--- config.mk ---
export PLATFORM = sky130hd
export DESIGN_NAME = exec_result_queue
export DESIGN_NICKNAME = d
export VERILOG_FILES = /design/src/rtl/exec_result_queue.sv
export SDC_FILE = /design/constraint.sdc
export NUM_CORES = 1
export LEC_CHECK = 0
export ABC_AREA = 1
export ABC_CLOCK_PERIOD_IN_PS = 13400
export BUFFER_PORTS_ARGS = -buffer_cell sky130_fd_sc_hd__buf_2
export CAP_MARGIN = 20
export CORE_MARGIN = 1.5
export CORE_UTILIZATION = 60
export DETAILED_ROUTE_END_ITERATION = 8
export GPL_TIMING_DRIVEN = 0
export PLACE_DENSITY_LB_ADDON = 0.2
export SLEW_MARGIN = 15
export SYNTH_ARGS = -nofsm -noshare
export SYNTH_HDL_FRONTEND = slang
export SYNTH_SLANG_ARGS = --single-unit
--- constraint.sdc ---
create_clock -name clk -period 13.4 [get_ports clk]
set_input_delay 1.34 -clock clk [delete_from_list [all_inputs] [get_ports clk]]
set_output_delay 1.34 -clock clk [all_outputs]
set_load 0.05 [all_outputs]
--- src/rtl/exec_result_queue.sv ---
// Per-FU result queue: registers completed FU results into a circular FIFO and
// presents the oldest entry to the CDB with a valid/ready handshake.
module exec_result_queue #(
  parameter int unsigned DATA_WIDTH = 32,
  parameter int unsigned TAG_WIDTH  = 5,
  parameter int unsigned DEPTH      = 4
) (
  input  logic                         clk,
  input  logic                         rst,
  input  logic                         flush,
  input  logic                         in_valid,
  output logic                         in_ready,
  input  logic [TAG_WIDTH-1:0]         in_tag,
  input  logic [DATA_WIDTH-1:0]        in_data,
  input  logic                         in_mispred,
  input  logic [DATA_WIDTH-1:0]        in_correct_pc,
  output logic                         cdb_valid,
  input  logic                         cdb_ready,
  output logic [TAG_WIDTH-1:0]         cdb_tag,
  output logic [DATA_WIDTH-1:0]        cdb_data,
  output logic                         cdb_mispred,
  output logic [DATA_WIDTH-1:0]        cdb_correct_pc,
  output logic [$clog2(DEPTH+1)-1:0]   count
);

  localparam int unsigned PtrW = (DEPTH > 1) ? $clog2(DEPTH) : 1;
  localparam int unsigned CntW = $clog2(DEPTH + 1);

  logic [TAG_WIDTH-1:0]  tag_q  [DEPTH];
  logic [DATA_WIDTH-1:0] data_q [DEPTH];
  logic                  mis_q  [DEPTH];
  logic [DATA_WIDTH-1:0] pc_q   [DEPTH];

  logic [PtrW-1:0] wr_ptr_q, wr_ptr_d;
  logic [PtrW-1:0] rd_ptr_q, rd_ptr_d;
  logic [CntW-1:0] count_q, count_d;
  logic            push, pop;

  // Pointers wrap explicitly so DEPTH need not be a power of two.
  function automatic logic [PtrW-1:0] ptr_inc(input logic [PtrW-1:0] p);
    return (p == PtrW'(DEPTH - 1)) ? '0 : p + PtrW'(1);
  endfunction

  // Handshake status is derived from registered occupancy only.
  always_comb begin
    in_ready  = (count_q < CntW'(DEPTH));
    cdb_valid = (count_q != '0);
    push      = in_valid && in_ready && !flush;
    pop       = cdb_valid && cdb_ready && !flush;
  end

  // Next-state for pointers and occupancy; flush discards any push/pop.
  always_comb begin
    wr_ptr_d = wr_ptr_q;
    rd_ptr_d = rd_ptr_q;
    count_d  = count_q;
    if (flush) begin
      wr_ptr_d = '0;
      rd_ptr_d = '0;
      count_d  = '0;
    end else begin
      if (push) wr_ptr_d = ptr_inc(wr_ptr_q);
      if (pop)  rd_ptr_d = ptr_inc(rd_ptr_q);
      unique case ({push, pop})
        2'b10:   count_d = count_q + CntW'(1);
        2'b01:   count_d = count_q - CntW'(1);
        default: count_d = count_q;
      endcase
    end
  end

  // Pointer and occupancy registers.
  always_ff @(posedge clk or posedge rst) begin
    if (rst) begin
      wr_ptr_q <= '0;
      rd_ptr_q <= '0;
      count_q  <= '0;
    end else begin
      wr_ptr_q <= wr_ptr_d;
      rd_ptr_q <= rd_ptr_d;
      count_q  <= count_d;
    end
  end

  // Entry storage; the redirect PC is word-aligned on capture.
  always_ff @(posedge clk or posedge rst) begin
    if (rst) begin
      for (int i = 0; i < DEPTH; i++) begin
        tag_q[i]  <= '0;
        data_q[i] <= '0;
        mis_q[i]  <= 1'b0;
        pc_q[i]   <= '0;
      end
    end else if (push) begin
      tag_q[wr_ptr_q]  <= in_tag;
      data_q[wr_ptr_q] <= in_data;
      mis_q[wr_ptr_q]  <= in_mispred;
      pc_q[wr_ptr_q]   <= {in_correct_pc[DATA_WIDTH-1:2], 2'b00};
    end
  end

  // Head payload, forced to zero while empty.
  always_comb begin
    cdb_tag        = '0;
    cdb_data       = '0;
    cdb_mispred    = 1'b0;
    cdb_correct_pc = '0;
    if (cdb_valid) begin
      cdb_tag        = tag_q[rd_ptr_q];
      cdb_data       = data_q[rd_ptr_q];
      cdb_mispred    = mis_q[rd_ptr_q];
      cdb_correct_pc = pc_q[rd_ptr_q];
    end
  end

  assign count = count_q;

endmodule

# Word level (Yosys, flattened, before mapping)
# Index checks and enable logic that the tools add are counted.
# classes
div_mod_pow	0
add_sub_neg	4
bitwise	2
multipliers	0
eq_ne	4
reduce_logical	10
muxes	34
magnitude_cmp	4
n_shift	0
# op_table
cell	n
$bwmux W128	2
$mux W32	7
$bmux W32 S2	2
$demux W32 S2	1
$bwmux W20	1
$mux W5	4
$mux W2	6
$bmux W5 S2	1
$demux W5 S2	1
$eq A2 B2 Y1 const B	3
$ge A3 B3 Y1 const B	2
$not A2 Y3	2
$pmux W3 S2	1
$reduce_bool A3 Y1	2
$logic_and A1 B1 Y1	5
$add A2 B1 Y2 const B	2
$bwmux W4	1
$mux W1	4
$reduce_bool A2 Y1	2
$add A3 B1 Y3 const B	1
$lt A3 B1 Y1 const B	1
$lt A3 B3 Y1 const B	1
$mux W3	1
$sub A3 B1 Y3 const B	1
other kinds (4)	4
# word_totals
latchBits	0
word_cells	77
memories	0
inputBits	75
rom_bits	0
output_inout_bits	75
register_bits	287
ramBits	0

# Logic depth before layout (Yosys ltp)
# Gate-level depths: netlist of the first run.
# logic_depth
ltp_word	6
ltp_mapped	9
ltp_nobuf	9

# Worst setup path after synthesis of the first run
# No wires, ideal clock.
# synth_path
path_kind	reg-to-output
from	register count_q[2] (netlist: count[2])
to	output port cdb_correct_pc[10]
t_arrival_ns	2.742
slack_ns	9.318
path_stages_with_launch	7
required_ns	12.060
path_buffers	2
cell_sequence	dfrtp_1 inv_2 nand2_1 inv_2 buf_2 buf_2 a21oi_1
# synth_via
elab_chain_len	2
# synth_lines
element	line_no	source
start: declaration	36	logic [CntW-1:0] count_q, count_d;
start signal: assignment	81	count_q <= count_d;
$reduce_bool A3 Y1	47	cdb_valid = (count_q != '0);
via cdb_valid	17	output logic cdb_valid,
$mux W32	108	if (cdb_valid) begin
end: declaration	22	output logic [DATA_WIDTH-1:0] cdb_correct_pc,
# The timed path passes the listed nets, and every way through them passes these cells.

# Worst setup path in the final report of the first run
# layout_path
from	register rd_ptr_q[0]
to	output port cdb_correct_pc[25]
# layout_via
elab_chain_len	5
# layout_lines
element	line_no	source
start: declaration	35	logic [PtrW-1:0] rd_ptr_q, rd_ptr_d;
start signal: assignment	80	rd_ptr_q <= rd_ptr_d;
$not A2 Y3 (not written as such)	112	cdb_correct_pc = pc_q[rd_ptr_q];
$bmux W32 S2	112	
$mux W32 (not written as such) (2 in a row)	112	
$mux W32	108	
# Every way passes these cells. The select of a mux whose other input is x is not followed.

==> metrics.cfg, run 1 <==
[outcome]
outcome=complete, no violations

[final_layout]
final_cell_mix=o21ai_0, nand2_1, dfrtp_1, nor2_1, buf_2
finalNetCount=1798
antenna_cells=0
area_growth_pct=16.1
final_common_cell=o21ai_0
final_layout_size_suffix_gt1_share_pct=13.6

[critical_path]
worstSetupPathType=reg2out
crit_fanout=10
crit_required_ns=12.06
startpoint_type=flip-flop
worstSetupEndpointType=primary output
arrival_ns=2.89

[grt]
overflow=0
grt_pass1_wl_um=58200
track_usage_pct=33.9
grt_pass1_vias=11300
antenna_found_initial=0
grt_max_degree=98

[power]
p_int_uw=2190
leakagePower_uw=0.00722
switching_share_pct=47.0
combPwrFrac_pct=46.5
clkPwrFrac_pct=18.7
seq_power_share_pct=34.8
peakVddDrop_uv=180
p_per_area_nw_per_um2=283
p_switching_uw=1940

[die]
initial_utilization_pct=61.7
rows=52
coreArea_um2=20400
io_pins=150
dieArea_um2=21800
die_h_um=148
fp.dieW_um=148

[place]
preCtsSetupSlack_ns=9.84
gp_congestion=0.893
dp.final_hpwl_um=24000
portBuffers=145

[synth]
ys_seq_area_share_pct=55.5
syn_avg_cell_area_um2=8.17
synth_cell_types=21
syn-cell-area_um2=12600
ys_seq_elements=279
syn-instance-count=1538
yosysWarnings=0

[sta]
max_freq_ghz=0.236
whs_ns=0.480
final.period_utilization_pct=31.6
setup_violations=0
skew_ns=0.00484
finalSetupTns_ns=0
slew_violations=0
maxSlewHeadroom_pct=51.5
rsz0062_at_grt=no
worst_pin_slew_ns=0.728
post-route-min-period_ns=4.23
fin_ws_ns=9.17
final_hold_viol_count=0

[route]
wl_per_cell_um=18.3
vias=11700
firstDrtPassIters=7
drc=0
wirelength_um=36700
drtAntennaViolNets=0
drt_iter0_markers=980
via_per_inst=5.82

[clock_network]
cts-buffers-inserted=29
cts_tree=yes
path_clk_slew_ns=0.06
cts-resized-gates=0
clockBufferDepth=3
cts-htree-levels=1
insertion_delay_ns=0.54
cts_sinks=279
post_cts_buffers=0
ctsRootBufferMaster=clkbuf_16
cts-hold-fix-buffers=0

[worst_hold_path]
hold_class=reg2reg

[run]
maxCapViolCount=0

## routing by layer
layer,up-vias,GRT usage (%),wire (um)
li1,5334,-,-
met1,5636,45.9,14400
met2,594,55.8,17600
met3,94,4.54,3420
met4,0,13.7,1230
met5,-,0,0
## worst max-delay path, stage by stage (launching register included)
cell and delay [ns]:
dfrtp_1 0.41, inv_2 0.06, buf_2 0.28, buf_2 0.32, clkbuf_1 0.45, o21ai_0 0.17, a21oi_1 0.32, buf_2 0.34
## Yosys cell counts
cell type	n	area, um^2
buf_2	19	95.1
conb_1	1	3.75
nand2_2	4	25.0
buf_6	16	180
nor2_1	275	1030
buf_4	6	45.0
inv_1	78	293
ha_1	5	62.6
clkinv_1	1	3.75
clkbuf_1	62	233
fa_1	1	20.0
a21oi_1	70	350
o21ai_1	29	145
buf_1	7	26.3
nor3_4	1	16.3
nand2_1	290	1090
dfrtp_1	279	6980
o21ai_0	384	1920
nand4_1	1	6.26
inv_2	3	11.3
nand3_1	6	30.0
## worst paths after layout
| path | start | to | slack [ns] | cells after the start |
|---|---|---|---|---|
| max | rd_ptr_q[0] | cdb_correct_pc[25] | 9.17 | 7 |
| max reg2reg | count[2] | pc_q[36] | 11.48 | 5 |
| max in group asynchronous | rst | data_q[6] | 11.60 | 3 |
| min reg2reg | data_q[14] | data_q[14] | 0.48 | 2 |
| min in group asynchronous | rst | data_q[29] | 0.91 | 2 |
| min | data_q[14] | data_q[14] | 0.48 | 2 |
## stage by stage
step	cell area (um^2)	power [uW]	instances	utilization, %
global placement	13600	3270	1954	67.0
floorplan	12600	2810	1539	-
global route	14600	4370	2004	71.7
finish	14600	4130	2004	71.7
CTS	14600	4110	2004	71.7
detailed placement	13700	3320	1956	67.3
## power by group through the flow
stage	clock, uW	combinational (uW)	sequential [uW]
2_1_floorplan	0	1410	1400
5_1_grt	807	2090	1480
4_1_cts	773	1910	1430
3_3_place_gp	0	1850	1420
3_5_place_dp	0	1890	1440
6_report	772	1920	1440
## state kept, by name, indices dropped and copies added, names as in the netlist
signal	flops
count	3
data_q	128
mis_q	4
pc_q	120
rd_ptr_q	2
tag_q	20
wr_ptr_q	2
## cell families after synthesis
group | count (synthesis) | synth area share [%]
AO/OA/AOI/OAI | 483 | 19.2
AND/OR/NAND/NOR | 577 | 17.5
adder cells (fa/ha/maj) | 6 | 0.657
other | 1 | 0.0298
flip-flops | 279 | 55.5
buffers and inverters | 192 | 7.06
## final cells by class
cell class / count / area [um^2]
fill: 1632 / 5770
sequential: 279 / 6980
multi-input combinational: 1068 / 4710
timing repair buffer: 147 / 781
inverter: 82 / 315
clock inverter: 3 / 40.0
buffer: 110 / 579
clock buffer: 45 / 856
tap: 270 / 338
(Power assumes the default switching activity.)
==> inputs of run 2 (changes only) <==
Settings changed: ABC_CLOCK_PERIOD_IN_PS 13400 to 3900, CORE_UTILIZATION 60 to 58.
Clock period 13.4 ns to 3.9 ns, I/O delays scaled along.
==> metrics.cfg, run 2 (synthesis gave the netlist of run 1 again) <==
[critical_path]
endpoint=cdb_correct_pc[25]  ; unchanged
cp-startpoint=rd_ptr_q[0]  ; unchanged
path_common_cell=buf_2  ; unchanged
critPathSlowestCell=clkbuf_1  ; unchanged
path_cells=inv_2, buf_2, buf_2, clkbuf_1, o21ai_0, a21oi_1, buf_2  ; unchanged
arrival_ns=2.93  ; was 2.89 ns
r2r-start=count[2]  ; unchanged
worstSetupPathType=reg2out  ; unchanged
worstRegToRegCells=6  ; was 5
worstSetupEndpointType=primary output  ; unchanged
crit_required_ns=3.51  ; was 12.06 ns
rr_endpoint=pc_q[91]  ; was pc_q[36]
startpoint_type=flip-flop  ; unchanged
slowest_delay_ns=0.49  ; was 0.45 ns
r2r_slack_ns=1.94  ; was 11.48 ns
crit_fanout=10  ; unchanged

[die]
fp.dieW_um=150  ; was 148 um
dieArea_um2=22600  ; was 21800 um^2
coreArea_um2=21200  ; was 20400 um^2
die_h_um=150  ; was 148 um
initial_utilization_pct=59.4  ; was 61.7%
io_pins=150  ; unchanged
rows=53  ; was 52

[place]
dp.final_hpwl_um=25200  ; was 24000 um
portBuffers=145  ; unchanged
preCtsSetupSlack_ns=1.28  ; was 9.84 ns
gp_congestion=0.892  ; was 0.893

[final_layout]
regMostFlops=data_q  ; unchanged
final_cell_mix=o21ai_0, nand2_1, dfrtp_1, nor2_1, buf_2  ; unchanged
final_common_cell=o21ai_0  ; unchanged
fin_util_pct=69.6  ; was 71.7%
multiInputGateArea_um2=4710  ; unchanged
largest_register_ff_count=128  ; unchanged
area_growth_pct=17.2  ; was 16.1%
top_regs=data_q: 128 flops, pc_q: 120 flops, tag_q: 20 flops  ; unchanged
antenna_cells=0  ; unchanged
finalNetCount=1806  ; was 1798
n_fill_cell=1730  ; was 1632
regArea_um2=6980  ; unchanged
final_layout_size_suffix_gt1_share_pct=14.0  ; was 13.6%

[sta]
max_freq_ghz=0.301
final_hold_viol_count=0  ; unchanged
rsz0062_at_grt=no  ; unchanged
slew_violations=0  ; unchanged
worst_pin_slew_ns=0.688  ; was 0.728 ns
skew_ns=0.00946  ; was 0.00484 ns
setup_violations=0  ; unchanged
final.period_utilization_pct=85.1
post-route-min-period_ns=3.32
maxSlewHeadroom_pct=54.1  ; was 51.5%
finalSetupTns_ns=0  ; unchanged
fin_ws_ns=0.583  ; was 9.17 ns

[grt]
grt_pass1_vias=11400  ; was 11300
track_usage_pct=33.4  ; was 33.9%
grt_pass1_wl_um=58500  ; was 58200 um
antenna_found_initial=0  ; unchanged
overflow=0  ; unchanged
grt_max_degree=37  ; was 98

[route]
drc=0  ; unchanged
drt_iter0_markers=1073  ; was 980
vias=11700  ; about the same
wirelength_um=37100  ; was 36700 um
drtAntennaViolNets=0  ; unchanged
firstDrtPassIters=6  ; was 7
via_per_inst=5.79  ; was 5.82
wl_per_cell_um=18.4  ; was 18.3 um

[outcome]
outcome=complete, no violations  ; unchanged

[clock_network]
ctsRootBufferMaster=clkbuf_16  ; unchanged
cts_tree=yes  ; unchanged
insertion_delay_ns=0.55  ; was 0.54 ns
cts-hold-fix-buffers=1  ; was 0
cts_sinks=279  ; unchanged
cts-htree-levels=1  ; unchanged
path_clk_slew_ns=0.06  ; about the same
cts-buffers-inserted=30  ; was 29
post_cts_buffers=0  ; unchanged
clockBufferDepth=3  ; unchanged
cts-resized-gates=0  ; unchanged

[run]
maxCapViolCount=0  ; unchanged

[power]
leakagePower_uw=0.00728  ; was 0.00722 uW
p_per_area_nw_per_um2=964  ; was 283 nW/um^2
peakVddDrop_uv=587  ; was 180 uV

[worst_hold_path]
hold_class=in2reg  ; was reg2reg

## run 2: worst min path at each step
stage | end | depth (start not counted) | slack, ns | from
detailed placement | pc_q[66] | 2 | 0.47 | pc_q[66]
finish | data_q[60] | 3 | 0.14 | in_data[28]
global route | data_q[59] | 3 | 0.14 | in_data[27]
CTS | data_q[59] | 3 | 0.14 | in_data[27]
floorplan | data_q[0] | 2 | 0.45 | data_q[0]
global placement | data_q[9] | 2 | 0.46 | data_q[9]
## run 2: stage by stage
step,total power [uW],instance area [um^2],hold WS [ns],std cells
finish,14200,14700,0.140,2016
floorplan,9660,12600,0.448,1539
global placement,11200,13600,0.460,1959
CTS,14100,14700,0.137,2016
global route,15000,14700,0.145,2016
detailed placement,11500,13800,0.468,1967
## run 2: cell type report
class	instances	area share, %
multi-input cells	1068	31.9
well taps	275	2.34
repair buffers	154	6.13
flip-flops and latches	279	47.4
plain buffers	110	3.93
clock inverters	3	0.119
clock buffers	45	6.03
inverters	82	2.11
## run 2: routing by layer
metal | GRT usage [%] | vias to the layer above | share of wire [%]
met5 | 0 | - | 0
met4 | 14.5 | 0 | 3.8
met3 | 4.88 | 117 | 8.9
met2 | 54.9 | 625 | 47
met1 | 44.3 | 5591 | 40
li1 | - | 5346 | -
## run 2: worst max-delay path: cells and delay by family (launching register included)
family | cells | cell delay [ns]
buf+inv | 5 | 1.48
compound gates | 2 | 0.48
flops | 1 | 0.41
## run 2: power by group
group          switching, uW  internal, uW
clock network           1110          1550
logic                   4850          1750
registers                724          4230
==> inputs of run 3 (changes only) <==
Settings changed: ABC_AREA 1 to unset, CORE_UTILIZATION 58 to 59.
==> metrics.cfg, run 3 <==
[grt]
grt_pass1_vias=8166  ; was 11400
globalRouteMet2Util_pct=41.0  ; was 54.9%
overflow=0  ; unchanged
grt_max_degree=36  ; was 37
grt_pass1_wl_um=45900  ; was 58500 um
track_usage_pct=24.8  ; was 33.4%
grt-busiest-layer=met2  ; unchanged
grtUsageMet1_pct=35.3  ; was 44.3%
use_met3_pct=4.41  ; was 4.88%
antenna_found_initial=1  ; was 0

[critical_path]
crit_fanout=10  ; unchanged
worstSetupPathType=reg2out  ; unchanged
worstSetupEndpointType=primary output  ; unchanged
critPathSlowestCell=clkbuf_1  ; unchanged
path_cells=clkbuf_1, or3_1, buf_2, clkbuf_1, and2_1, buf_2  ; was inv_2, buf_2, buf_2, clkbuf_1, o21ai_0, a21oi_1, buf_2
r2r_slack_ns=1.89  ; was 1.94 ns
startpoint_type=flip-flop  ; unchanged
rr_endpoint=count[2]  ; was pc_q[91]
worstRegToRegCells=10  ; was 6
crit_required_ns=3.51  ; about the same
arrival_ns=2.65  ; was 2.93 ns
r2r-start=count[0]  ; was count[2]
slowest_delay_ns=0.49  ; about the same

[synth]
syn-instance-count=807  ; was 1538
syn-cell-area_um2=13200  ; was 12600 um^2
async_flop_share_pct=100  ; unchanged
yosysMostFrequentCell=dfrtp_1  ; was o21ai_0
synth_common_cells=dfrtp_1, mux2_2, mux2_4, and2_1, mux4_2  ; was o21ai_0, nand2_1, dfrtp_1, nor2_1, inv_1
yosysWarnings=0  ; unchanged
synth_cell_types=29  ; was 21
syn_avg_cell_area_um2=16.3  ; was 8.17 um^2
synth_top_area_share_pct=53.0  ; was 55.5%
ys_seq_area_share_pct=53.0  ; was 55.5%
yosys-top-cells-area=dfrtp_1, mux2_2, mux4_2  ; was dfrtp_1, o21ai_0, nand2_1
ys_seq_elements=279  ; unchanged
synth-edff-count=0  ; unchanged
synth_top_area_cell=dfrtp_1  ; unchanged
synth_flop_cell=dfrtp_1  ; unchanged

[die]
initial_utilization_pct=60.2  ; was 59.4%
coreArea_um2=21900  ; was 21200 um^2
die_h_um=152  ; was 150 um
rows=54  ; was 53
fp.dieW_um=152  ; was 150 um
io_pins=150  ; unchanged
dieArea_um2=23300  ; was 22600 um^2

[clock_network]
post_cts_buffers=0  ; unchanged
clockBufferDepth=3  ; unchanged
cts-htree-levels=1  ; unchanged
path_clk_slew_ns=0.06  ; about the same
cts-buffers-inserted=30  ; unchanged
cts-resized-gates=0  ; unchanged
cts_tree=yes  ; unchanged
insertion_delay_ns=0.54  ; was 0.55 ns
cts_sinks=279  ; unchanged
cts-hold-fix-buffers=1  ; unchanged
ctsRootBufferMaster=clkbuf_16  ; unchanged

[final_layout]
final_cell_mix=dfrtp_1, mux2_2, buf_2, mux2_4, and2_1  ; was o21ai_0, nand2_1, dfrtp_1, nor2_1, buf_2
top_regs=data_q: 128 flops, pc_q: 120 flops, tag_q: 20 flops  ; unchanged
finalNetCount=1074  ; was 1806
final_common_cell=dfrtp_1  ; was o21ai_0
final_layout_size_suffix_gt1_share_pct=58.9  ; was 14.0%
regMostFlops=data_q  ; unchanged
final_area_um2=15500  ; was 14700 um^2
fin_util_pct=70.9  ; was 69.6%
area_growth_pct=17.6  ; was 17.2%
n_fill_cell=1530  ; was 1730
largest_register_ff_count=128  ; unchanged

[route]
firstDrtPassIters=4  ; was 6
vias=7445  ; was 11700
drtAntennaViolNets=0  ; unchanged
wl_per_cell_um=21.3  ; was 18.4 um
wirelength_um=27600  ; was 37100 um
drt_iter0_markers=297  ; was 1073
drc=0  ; unchanged
via_per_inst=5.73  ; was 5.79

[sta]
skew_ns=0.00607  ; was 0.00946 ns
rsz0062_at_grt=no  ; unchanged
max_freq_ghz=0.329  ; was 0.301 GHz
post-route-min-period_ns=3.04  ; was 3.32 ns
setup_violations=0  ; unchanged
slew_violations=0  ; unchanged
whs_ns=0.122  ; was 0.140 ns
final.period_utilization_pct=77.9  ; was 85.1%
worst_pin_slew_ns=0.586  ; was 0.688 ns
fin_ws_ns=0.861  ; was 0.583 ns
final_hold_viol_count=0  ; unchanged
maxSlewHeadroom_pct=60.9  ; was 54.1%

[power]
leakagePower_uw=0.00713  ; was 0.00728 uW
peakVddDrop_uv=378  ; was 587 uV
p_per_area_nw_per_um2=664  ; was 964 nW/um^2

[run]
maxCapViolCount=0  ; unchanged

[worst_hold_path]
holdPathStages=2  ; was 3
holdCritStartpoint=in_data[17]  ; was in_data[28]
hold_end=data_q[17]  ; was data_q[60]
hold_class=in2reg  ; unchanged

[place]
portBuffers=143  ; was 145
dp.final_hpwl_um=18700  ; was 25200 um
preCtsSetupSlack_ns=1.38  ; was 1.28 ns
gp_congestion=0.811  ; was 0.892
placed_area_um2=14500  ; was 13800 um^2

[outcome]
outcome=complete, no violations  ; unchanged

[run 3: cell types whose count changed after synthesis, sizes merged, moves of 52 or more]
cell    delta
a21oi     -63
clkbuf    -52
nand2    -289
inv       -77
and2      +72
nor2     -265
o21ai    -409
mux2     +272
mux4      +68
[run 3: per-stage QoR]
step | std cells | setup TNS (ns) | total power (uW)
floorplan | 808 | -51.15 | 6690
global placement | 1231 | -516.41 | 7290
detailed placement | 1240 | 0 | 7430
CTS | 1297 | 0 | 10400
global route | 1298 | 0 | 10800
finish | 1299 | 0 | 10300
[run 3: final cells by class]
class,instances,area [um^2],share of cell area (%)
Antenna cell,2,5.00,0.0323
Inverter,4,18.8,0.121
Sequential cell,279,6980,45.0
Buffer,63,524,3.38
Clock inverter,10,100,0.645
Timing Repair Buffer,153,921,5.94
Tap cell,280,350,2.26
Clock buffer,46,942,6.07
Multi-Input combinational cell,462,5670,36.5
[run 3: kinds of logic (layout without fill, tap and decap cells)]
family	after synthesis	count (layout)	synth area share (%)
simple gates	98	98	4.45
xor+xnor	2	2	0.133
fa+ha+maj	6	6	0.626
flops	279	279	53.0
buf+inv	67	276	4.09
other cells	1	4	0.0284
compound gates	14	14	0.598
mux	340	340	37.1
[run 3: layer usage]
metal  part of all wire, %  vias up
li1                      -     3295
met1                    45     3967
met2                    49      155
met3                   4.5       28
met4                   1.3        0
met5                     0        -
[run 3: worst max path at each step]
stage,endpoint,slack [ns],start
3_5_place_dp,cdb_correct_pc[20],1.38,count[0]
2_1_floorplan,count[0],-0.18,rst
6_report,cdb_correct_pc[20],0.86,count[0]
4_1_cts,cdb_correct_pc[20],0.80,count[0]
5_1_grt,cdb_correct_pc[20],0.71,count[0]
3_3_place_gp,data_q[29],-1.88,rst
[run 3: report_power, final]
part           switching, uW  leakage [uW]  internal [uW]  total [uW]
Combinational           1550       0.00309           1570        3120
Sequential               461       0.00351           3790        4250
Clock                   1140      0.000525           1790        2920
Total                   3150       0.00713           7150       10300
[run 3: worst max-delay path: cells and delay by family (launching register included)]
| kind | cells | cell delay, ns |
|---|---|---|
| simple gates | 2 | 0.40 |
| buf+inv | 4 | 1.30 |
| flops | 1 | 0.40 |
